--- config.mk ---
export PLATFORM = sky130hd
export DESIGN_NAME = mul_result_normalizer
export DESIGN_NICKNAME = d
export VERILOG_FILES = /design/src/rtl/mul_result_normalizer.sv
export SDC_FILE = /design/constraint.sdc
export NUM_CORES = 1
export LEC_CHECK = 0
export BUFFER_PORTS_ARGS = -buffer_cell sky130_fd_sc_hd__buf_2
export CORE_AREA = 2 2 51 101
export DETAILED_ROUTE_END_ITERATION = 6
export DIE_AREA = 0 0 53 103
export PLACE_DENSITY = 0.65
export SKIP_LAST_GASP = 1
export SLEW_MARGIN = 20
export SYNTH_ARGS = -nofsm -noshare
export SYNTH_HDL_FRONTEND = slang
export SYNTH_SLANG_ARGS = --single-unit
--- constraint.sdc ---
create_clock -name clkin -period 5 [get_ports clkin]
set_clock_uncertainty 0.1 [all_clocks]
set_input_delay 0.25 -clock clkin [delete_from_list [all_inputs] [get_ports clkin]]
set_output_delay 0.25 -clock clkin [all_outputs]
set_load 0.02 [all_outputs]
--- src/rtl/mul_result_normalizer.sv ---
// Rescales the multiplier's double-width magnitude to WIDTH-bit sign-magnitude (round half-up, saturate)
// and queues results in a 2-entry valid/ready buffer; a push into a full buffer is dropped and flagged.
module mul_result_normalizer #(
  parameter int WIDTH = 8,
  parameter int FRAC  = 6
) (
  input  logic               clkin,
  input  logic               rst,
  input  logic               mul_ready,
  input  logic               mul_sign,
  input  logic [2*WIDTH-3:0] mul_product,
  output logic               out_valid,
  input  logic               out_ready,
  output logic [WIDTH-1:0]   out_data,
  output logic               out_sat,
  output logic               overflow
);
  localparam int PW = 2*WIDTH-2;
  localparam int MW = PW-FRAC+1;
  localparam logic [MW-1:0] MAX_MAG = MW'(2**(WIDTH-1)-1);

  logic             r_ready_d;
  logic [WIDTH:0]   r_mem [2];
  logic             r_wr_ptr;
  logic             r_rd_ptr;
  logic [1:0]       r_count;
  logic [WIDTH-1:0] r_out_data;
  logic             r_out_sat;
  logic             r_overflow;

  logic             w_capture;
  logic [MW-1:0]    w_m;
  logic             w_sat;
  logic [WIDTH-2:0] w_mag;
  logic             w_sign;
  logic [WIDTH:0]   w_entry;
  logic             w_pop;
  logic             w_push;
  logic             w_drop;
  logic             w_rd_next;
  logic [1:0]       w_cnt_next;
  logic [WIDTH:0]   w_head_next;

  assign w_capture = mul_ready & ~r_ready_d;

  // Full-width sum so a carry out of the kept bits still reaches the saturation compare.
  assign w_m     = {1'b0, mul_product[PW-1:FRAC]} + MW'(mul_product[FRAC-1]);
  assign w_sat   = (w_m > MAX_MAG);
  assign w_mag   = w_sat ? {(WIDTH-1){1'b1}} : w_m[WIDTH-2:0];
  assign w_sign  = mul_sign & (w_mag != '0);
  assign w_entry = {w_sign, w_mag, w_sat};

  assign w_pop  = (r_count != 2'd0) & out_ready;
  assign w_push = w_capture & ((r_count != 2'd2) | w_pop);
  assign w_drop = w_capture & (r_count == 2'd2) & ~w_pop;

  assign w_rd_next  = r_rd_ptr ^ w_pop;
  assign w_cnt_next = r_count + 2'(w_push) - 2'(w_pop);

  // The entry being written this edge bypasses storage when it becomes the head.
  always_comb begin
    w_head_next = r_mem[w_rd_next];
    if (w_push && (r_wr_ptr == w_rd_next)) begin
      w_head_next = w_entry;
    end
  end

  always_ff @(posedge clkin) begin
    if (rst) begin
      r_ready_d  <= 1'b1;
      r_wr_ptr   <= 1'b0;
      r_rd_ptr   <= 1'b0;
      r_count    <= 2'd0;
      r_out_data <= '0;
      r_out_sat  <= 1'b0;
      r_overflow <= 1'b0;
      r_mem[0]   <= '0;
      r_mem[1]   <= '0;
    end else begin
      r_ready_d <= mul_ready;
      if (w_push) begin
        r_mem[r_wr_ptr] <= w_entry;
        r_wr_ptr        <= ~r_wr_ptr;
      end
      r_rd_ptr <= w_rd_next;
      r_count  <= w_cnt_next;
      if (w_drop) begin
        r_overflow <= 1'b1;
      end
      if (w_cnt_next != 2'd0) begin
        r_out_data <= w_head_next[WIDTH:1];
        r_out_sat  <= w_head_next[0];
      end
    end
  end

  assign out_valid = (r_count != 2'd0);
  assign out_data  = r_out_data;
  assign out_sat   = r_out_sat;
  assign overflow  = r_overflow;
endmodule

==> impl.org, run 1 <==
** Place
- Port buffering added 24 buffers.
- The wire-length estimate of the detail-placed layout is 2.63 mm.
- Placed instance count :: 244
- Routability-driven placement finished with a final weighted congestion of 0.806.
- After detailed placement, the total cell area comes to 0.00197 sq mm.

** Worst setup path
- R2R Setup Slk :: 2.32 ns
- On the critical path, the stage with the largest delay is an instance of sky130_fd_sc_hd__or3b_4.
- Reg-to-Reg Start :: r_count[1]$_SDFF_PP0_
- Critical path data required time :: 5.07 ns
- Category of the critical setup timing path :: register to register
- STA puts the critical path data arrival time at 2.75 ns.
- CP peak stage delay :: 0.42 ns
- The signal on the critical path passes through or3b_4, nand2_1, ha_1, inv_1, ha_1, xnor3_4, nand2b_1, nor3b_1, a31o_2.
- The worst register-to-register path has a depth of 9.
- Crit Reg-Reg Endpoint :: out_data[3]$_SDFFE_PP0P_
- The cell that appears most often on the critical path is sky130_fd_sc_hd__ha_1.
- The worst setup path is launched from a register.
- Along the worst path, the maximum fanout reaches 11.
- Category of the worst setup path capture point :: register

** Routing
- Overall routed net length :: 3.70 mm
- After detailed routing, the number of vias per cell comes to 5.25.
- DRC violation count after routing :: 0
- Drt initial violations :: 45
- Summing over every cut layer, the via total after detailed routing is 1324.
- Post-detailed-route count of antenna-violating nets :: 0
- Number of detailed-routing iterations run before antenna repair :: 4
- After detailed routing, the average wire length per cell comes to 14.7 um.

** Floorplanning
- The region available for standard cell placement spans 0.00473 sq mm.
- The floorplan step set the die height to 103 um.
- Total Die Area :: 0.00546 sq mm
- Count of pins on the block boundary :: 30
- After floorplanning, the core was divided into 36 placement rows.
- The initial utilization of the core area, before any placement, comes to 38.6%.
- The floorplan step set the die width to 53 um.

** Run
- Number of max-capacitance violations reported :: 0

** STA
- In the final timing run, aggregate negative setup slack is 0 ns.
- Shortest period the worst path allows :: 2.68 ns
- Setup violators final :: 0
- Setup repair after global routing left no endpoint under its margin.
- Worst hold slack after final layout :: 0.0893 ns
- Dividing the final minimum period by the clock period gives 53.6%.
- Final hold violation count :: 0
- Slew at the pin closest to its max-slew limit :: 0.997 ns
- For this run, the top clock speed supported by timing is 373 MHz.
- Normalized max-slew margin :: 33.4%
- The total count of max-transition violations in the final report came to 0.

** Hold path
- Along the worst hold path, the cell count comes to 2.
- For hold timing, the worst endpoint is r_ready_d$_SDFF_PP1_.
- In this run the most critical hold path is launched from mul_ready.
- In this run the worst hold path is classified as input pin to register.

** Global routing
- The number of global-route vias before repair came to 1315.
- Global routing finished with a remaining overflow of 0.
- The first global-routing pass estimated 6.10 mm of wire.
- Initial antenna violation count :: 0
- Largest net degree at the start of global routing :: 22
- Total track usage :: 15.3%

** Cells and area
- Number of filler cells placed in the layout :: 463
- The area growth from synthesis to layout is 12.1%.
- The repair_antennas step left the layout with diodes totalling 0.
- The finished cells cover 0.00205 sq mm.
- Layout cells sized above 1 :: 26.2%
- Commonest cells after routing, fill and taps aside :: sky130_fd_sc_hd__nor2_1, sky130_fd_sc_hd__buf_2, sky130_fd_sc_hd__edfxtp_1
- Number of standard cells in the layout, taps in and fillers out :: 252
- Most common library cell in the layout ignoring fill and taps :: sky130_fd_sc_hd__nor2_1
- In the final design database the tool counted 218 nets.

** Yosys
- The synthesized netlist contains 46 unique library cells.
- Xor/xnor share of the synthesized area :: 4.39%
- Sequential area share after synthesis :: 46.1%
- Combinational family with the most area after synthesis :: simple AND/OR/NAND/NOR gates
- For this run, the leading register cell type out of synthesis is sky130_fd_sc_hd__edfxtp_1.
- Share of synthesized flip-flops with an asynchronous set or reset :: 0%
- The number of nets handed over by synthesis was 196.
- After Yosys synthesis, and, or, nand and nor cells account for 21.2% of the synthesized area.
- The synthesized netlist devotes 11.9% of its cell area to compound gates.
- The mapped netlist covers 0.00183 sq mm.
- Synthesized instance count :: 172
- Mean instance size in the synthesized netlist :: 10.6 sq um
- The Yosys step of the flow raised 0 warnings.
- Counting flops with a built-in enable in the synthesized netlist gives 18.
- Share of synthesized area spent on multiplexers :: 9.66%
- Synthesized-area fraction occupied by adder cells :: 3.43%
- Post-synthesis sequential element count :: 33

** Clock network
- CTS placed an instance of sky130_fd_sc_hd__clkbuf_8 at the clock tree root.
- The number of gates resized after CTS was 0.
- Level count of the clock H-tree :: 2
- Clock-pin slew was measured on the worst setup and hold paths at 0.07 ns.
- Post-CTS setup buffer count :: 0
- Total CTS buffers :: 5
- The tree built by TritonCTS fans out to 33 sinks.
- The longest clock path from root to sink contains 2 buffers.
- Number of buffers inserted by hold repair at cts :: 0
- Worst-Skew Late Latency :: 0.28 ns
- TritonCTS built the clock tree.

** Pwr
- VDD sags by at most 0.326 mV.
- Power per cell area :: 460 mW/mm^2
- For this design the static power due to leakage is 0.876 nW.
- Total power for the finished layout comes to 941 uW.

** Outcome
- Run status :: finished clean
==> critical path, delay by kind of cell (launching register included) <==
kind,cells,cell delay (ns)
compound gates,1,0.23
xor+xnor,1,0.32
fa+ha+maj,2,0.38
buf+inv,1,0.06
flops,1,0.40
simple gates,4,1.07
==> where the power goes <==
group | internal [mW] | total [mW] | leakage (nW) | switching [mW]
Sequential | 0.328 | 0.354 | 0.310 | 0.0253
Clock | 0.0988 | 0.190 | 0.0395 | 0.0909
Combinational | 0.176 | 0.398 | 0.526 | 0.222
==> cells in the mapped netlist, types with 2 or more instances <==
master	count	share of area, %
sky130_fd_sc_hd__ha_1	5	3.4
sky130_fd_sc_hd__or2_2	2	0.69
sky130_fd_sc_hd__and2_1	2	0.69
sky130_fd_sc_hd__nor3_1	4	1.1
sky130_fd_sc_hd__a21oi_1	2	0.55
sky130_fd_sc_hd__nand3_1	4	1.1
sky130_fd_sc_hd__mux2i_1	8	4.4
sky130_fd_sc_hd__a211oi_2	3	2.1
sky130_fd_sc_hd__nand2_1	9	1.9
sky130_fd_sc_hd__dfxtp_1	15	16
sky130_fd_sc_hd__and2b_1	2	0.82
sky130_fd_sc_hd__a31o_2	3	1.4
sky130_fd_sc_hd__nand2b_1	2	0.69
sky130_fd_sc_hd__a21o_1	2	0.82
sky130_fd_sc_hd__mux2_2	2	1.2
sky130_fd_sc_hd__nor2b_1	3	1.0
sky130_fd_sc_hd__edfxtp_1	18	30
sky130_fd_sc_hd__mux2_4	4	3.3
sky130_fd_sc_hd__nand3b_1	2	0.82
sky130_fd_sc_hd__buf_2	4	1.1
sky130_fd_sc_hd__nor2_1	35	7.2
sky130_fd_sc_hd__o41ai_1	2	0.96
sky130_fd_sc_hd__o21ai_0	3	0.82
sky130_fd_sc_hd__and3_1	2	0.69
sky130_fd_sc_hd__nand4_1	2	0.69
sky130_fd_sc_hd__nor3b_1	4	1.6
sky130_fd_sc_hd__inv_1	3	0.62
sky130_fd_sc_hd__xnor2_1	3	1.4
sky130_fd_sc_hd__a211oi_1	2	0.82
sky130_fd_sc_hd__a31oi_1	3	1.0
sky130_fd_sc_hd__clkbuf_1	2	0.41
==> layer usage <==
metal  vias to the layer above  routed length [um]  global-route usage, %
met2                        28                2000                   27.0
met5                         -                   0                      0
li1                        657                   -                      -
met1                       633                1480                   17.4
met3                         6                 118                   2.75
met4                         0                  93                   6.90
==> worst max-delay path by stage <==
stage | startpoint | cells after the start | endpoint | slack (ns)
after CTS | r_count[1]$_SDFF_PP0_ | 9 | out_data[3]$_SDFFE_PP0P_ | 2.32
after global routing | r_count[1]$_SDFF_PP0_ | 10 | out_data[7]$_SDFFE_PP0P_ | 2.15
after floorplan | r_count[1]$_SDFF_PP0_ | 10 | out_data[3]$_SDFFE_PP0P_ | 2.61
final | r_count[1]$_SDFF_PP0_ | 9 | out_data[3]$_SDFFE_PP0P_ | 2.32
after global placement | r_count[1]$_SDFF_PP0_ | 9 | out_data[3]$_SDFFE_PP0P_ | 2.40
after detailed placement | r_count[1]$_SDFF_PP0_ | 9 | out_data[3]$_SDFFE_PP0P_ | 2.34
==> area by class of cell <==
| cell class | instances | area [sq um] | area share, % |
|---|---|---|---|
| Multi-Input combinational cell | 127 | 922 | 45.1 |
| Tap cell | 57 | 71.3 | 3.49 |
| Sequential cell | 33 | 841 | 41.1 |
| Inverter | 3 | 11.3 | 0.550 |
| Timing Repair Buffer | 24 | 120 | 5.87 |
| Clock buffer | 8 | 80.1 | 3.91 |
==> flip-flops by register name (all words and copies together) (netlist names) <==
register and flops:
out_data 8, out_sat 1, overflow 1, r_count 2, r_mem 18, r_rd_ptr 1
r_ready_d 1, r_wr_ptr 1
==> stage by stage <==
stage / worst slack [ns] / utilization [%]
after global placement: 2.40 / 41.6
after CTS: 2.32 / 43.3
after detailed placement: 2.34 / 41.6
final: 2.32 / 43.3
after global routing: 2.15 / 43.3
after floorplan: 2.61 / -
==> kinds of logic after synthesis <==
group,after synthesis
AND/OR/NAND/NOR,76
multiplexers,15
adder cells (fa/ha/maj),5
XOR/XNOR,5
flip-flops,33
AO/OA/AOI/OAI,26
buffers and inverters,12
Power figures use the tool's default switching activity.
==> run 2: changes to the inputs <==
--- a/config.mk
+++ b/config.mk
@@ -9,7 +9,7 @@
 export CORE_AREA = 2 2 51 101
 export DETAILED_ROUTE_END_ITERATION = 6
 export DIE_AREA = 0 0 53 103
-export PLACE_DENSITY = 0.65
+export PLACE_DENSITY = 0.68
 export SKIP_LAST_GASP = 1
 export SLEW_MARGIN = 20
 export SYNTH_ARGS = -nofsm -noshare
==> constraint.sdc (replaced) <==
create_clock -name clkin -period 2.2 [get_ports clkin]
set_clock_uncertainty 0.1 [all_clocks]
set_input_delay 0.11 -clock clkin [delete_from_list [all_inputs] [get_ports clkin]]
set_output_delay 0.11 -clock clkin [all_outputs]
set_load 0.02 [all_outputs]
==> impl.org, run 2 (synthesis gave the netlist of run 1 again) <==
** Floorplanning
- Horiz. Die Dim :: 53 um (unchanged)
- Initial core utilization :: 38.6% (unchanged)
- Std-Cell Rows :: 36 (unchanged)
- Total Die Area :: 0.00546 sq mm (unchanged)
- The placeable core area was 0.00473 sq mm (unchanged).
- The die height was 103 um (unchanged).
- Count of pins on the block boundary :: 30 (unchanged)

** Routing
- DRC violation count after routing :: 0 (unchanged)
- The number of DRC markers after the initial detailed-route iteration was 28 (-38%).
- Wirelength per Cell :: 14.9 um (+1.5%)
- The detail-routed via count per cell came to 5.24 (-0.18%).
- Post-detailed-route count of antenna-violating nets :: 0 (unchanged)
- The total via count after detailed routing is 1416 (+6.9%).
- The number of detailed-route iterations in the first pass was 4 (unchanged).
- The routed wire length came to 4.02 mm (+8.8%).

** Worst setup path
- The largest stage delay on the critical path came to 0.39 ns (-0.03 ns).
- The peak fanout along the critical path is 5 (-6).
- Cells traversed along the worst timing path :: or3b_4, nand2_4, ha_4, inv_2, ha_4, xnor3_4, nor2b_4, o41ai_2
- Most frequent CP cell :: sky130_fd_sc_hd__ha_4
- Cell family with most CP delay :: simple AND/OR/NAND/NOR gates
- The worst path arrival time was 2.30 ns (-0.45 ns).
- Slowest stage cell, crit path :: sky130_fd_sc_hd__or3b_4
- Critical path data required time :: 2.28 ns (-2.79 ns)
- STA classifies the critical path endpoint as a register.
- STA classifies the critical path startpoint as a register.
- R2R Setup Slk :: -0.02 ns (-2.34 ns)
- The buffering stage count on the worst path with inverters included was 1 (unchanged).
- Category of the critical setup timing path :: register to register

** Global routing
- Global route total overflow :: 0 (unchanged)
- Total track usage :: 16.9% (+1.5 points)
- The pin count of the biggest net entering global routing is 21 (-4.5%).
- Initial antenna violation count :: 0 (unchanged)
- Number of global-route vias before repair :: 1434 (+9.0%)
- The wire length of the first global-routing pass was 6.64 mm (+8.9%).

** Clock network
- TritonCTS built the clock tree.
- The total CTS buffers came to 5 (unchanged).
- The clock tree buffer depth is 2 (unchanged).
- The number of clock sinks was 33 (unchanged).
- Clock-pin slew of the registers on the worst-case setup and hold paths :: 0.06 ns (about the same)
- Worst-Skew Late Latency :: 0.28 ns (about the same)
- The cell sitting at the root of the clock tree is a sky130_fd_sc_hd__clkbuf_8.
- The depth of the CTS H-tree came to 2 (unchanged).

** Place
- IO Port Bufs :: 24 (unchanged)
- Final weighted congestion of routability-driven global placement :: 0.812 (+0.74%)
- The placed instance area came to 0.00214 sq mm (+8.8%).
- DP HPWL :: 2.79 mm (+6.3%)

** Hold path
- The min-delay analysis places its worst path in the category input pin to register.

** Cells and area
- The area of all placed cells without fillers came to 0.00229 sq mm (+12%).
- Layout cells sized above 1 :: 40.4% (+14 points)
- Largest register FFs :: 18 (unchanged)
- The net total in the final layout was 236 (+8.3%).
- Antenna diode count :: 0 (unchanged)
- Largest Register :: r_mem
- Most common library cell in the layout ignoring fill and taps :: sky130_fd_sc_hd__nor2_1
- Commonest cells after routing, fill and taps aside :: sky130_fd_sc_hd__nor2_1, sky130_fd_sc_hd__buf_2, sky130_fd_sc_hd__edfxtp_1
- From synthesis to final layout, the design area changed by 25.2%.

** STA
- The total count of max-transition violations in the final report is 0 (unchanged).
- Shortest period the worst path allows :: 2.22 ns (-0.462 ns)
- RSZ-0062 raised after global routing :: true
- Normalized max-slew margin :: 68.0% (+35 points)
- Setup violators final :: 1 (+1)
- Final worst path period share :: 101% (+47 points)
- The final count of hold timing violations is 0 (unchanged).
- The setup slack after layout is -0.0191 ns (-2.34 ns).
- The maximum clock rate is 451 MHz (+21%).
- Slew at the pin closest to its max-slew limit :: 0.480 ns (-0.517 ns)

** Pwr
- Post-layout total power :: 2.50 mW (+170%)
- The worst vdd rail ir drop came to 0.700 mV (+110%).
- The power per standard cell area is 1090 mW/mm^2 (+140%).
- Static leakage :: 0.997 nW (+14%)

** Outcome
- The run finished, with violations left.
- The checks that failed: negative setup slack.

** Run
- Number of max-capacitance violations reported :: 0 (unchanged)
run 2: final cells by class:
type	count	area [sq um]
fill	440	2440
timing repair buffer	41	254
sequential	33	843
inverter	3	11.3
clock buffer	6	72.6
clock inverter	2	10.0
multi-input combinational	128	1020
tap	57	71.3
run 2: where the power goes:
group	internal, mW	total (mW)	switching, mW
logic	0.627	1.28	0.653
registers	0.748	0.795	0.0468
clock network	0.219	0.427	0.208
total	1.59	2.50	0.908
run 2: what timing repair did:
item / CTS / global route
gates resized for setup: 5 / 2
setup buffers: 2 / 0
pin swaps: 0 / 4
setup endpoints to repair: 2 / 7
hold buffers: 1 / 0
cloned: 1 / 0
hold endpoints to repair: 1 / 0
run 2: path summary, 6_finish.rpt:
kind                            cells past startpoint             startpoint                        to
worst max-delay path                                8  r_count[0]$_SDFF_PP0_  out_data[1]$_SDFFE_PP0P_
worst max register to register                      8  r_count[0]$_SDFF_PP0_  out_data[1]$_SDFFE_PP0P_
worst min register to register                      2  overflow$_SDFFE_PP0P_     overflow$_SDFFE_PP0P_
worst min-delay path                                4              out_ready     overflow$_SDFFE_PP0P_
run 2: through the flow:
stage / TNS, ns / hold WS, ns / cells / util, % / worst slack (ns)
5_1_grt: -0.359 / 0.167 / 270 / 48.3 / -0.0650
4_1_cts: -0.0216 / 0.105 / 270 / 48.1 / -0.0112
3_5_place_dp: -0.0162 / 0.235 / 258 / 45.2 / -0.0162
6_report: -0.0191 / 0.113 / 270 / 48.3 / -0.0191
2_1_floorplan: -0.0437 / 0.117 / 172 / - / -0.0146
3_3_place_gp: 0 / 0.228 / 258 / 45.2 / 0.0538
run 2: worst register-to-register path, cell delays in order (launching register included):
cell	delay [ns]
sky130_fd_sc_hd__dfxtp_2	0.33
sky130_fd_sc_hd__or3b_4	0.39
sky130_fd_sc_hd__nand2_4	0.09
sky130_fd_sc_hd__ha_4	0.19
sky130_fd_sc_hd__inv_2	0.06
sky130_fd_sc_hd__ha_4	0.11
sky130_fd_sc_hd__xnor3_4	0.37
sky130_fd_sc_hd__nor2b_4	0.19
sky130_fd_sc_hd__o41ai_2	0.30
run 2: metal layers:
metal	GRT usage, %	share of wire [%]	up-vias
li1	-	-	696
met4	8.48	2.7	0
met2	28.5	53	32
met1	19.2	41	680
met3	4.20	3.5	8
met5	0	0	-
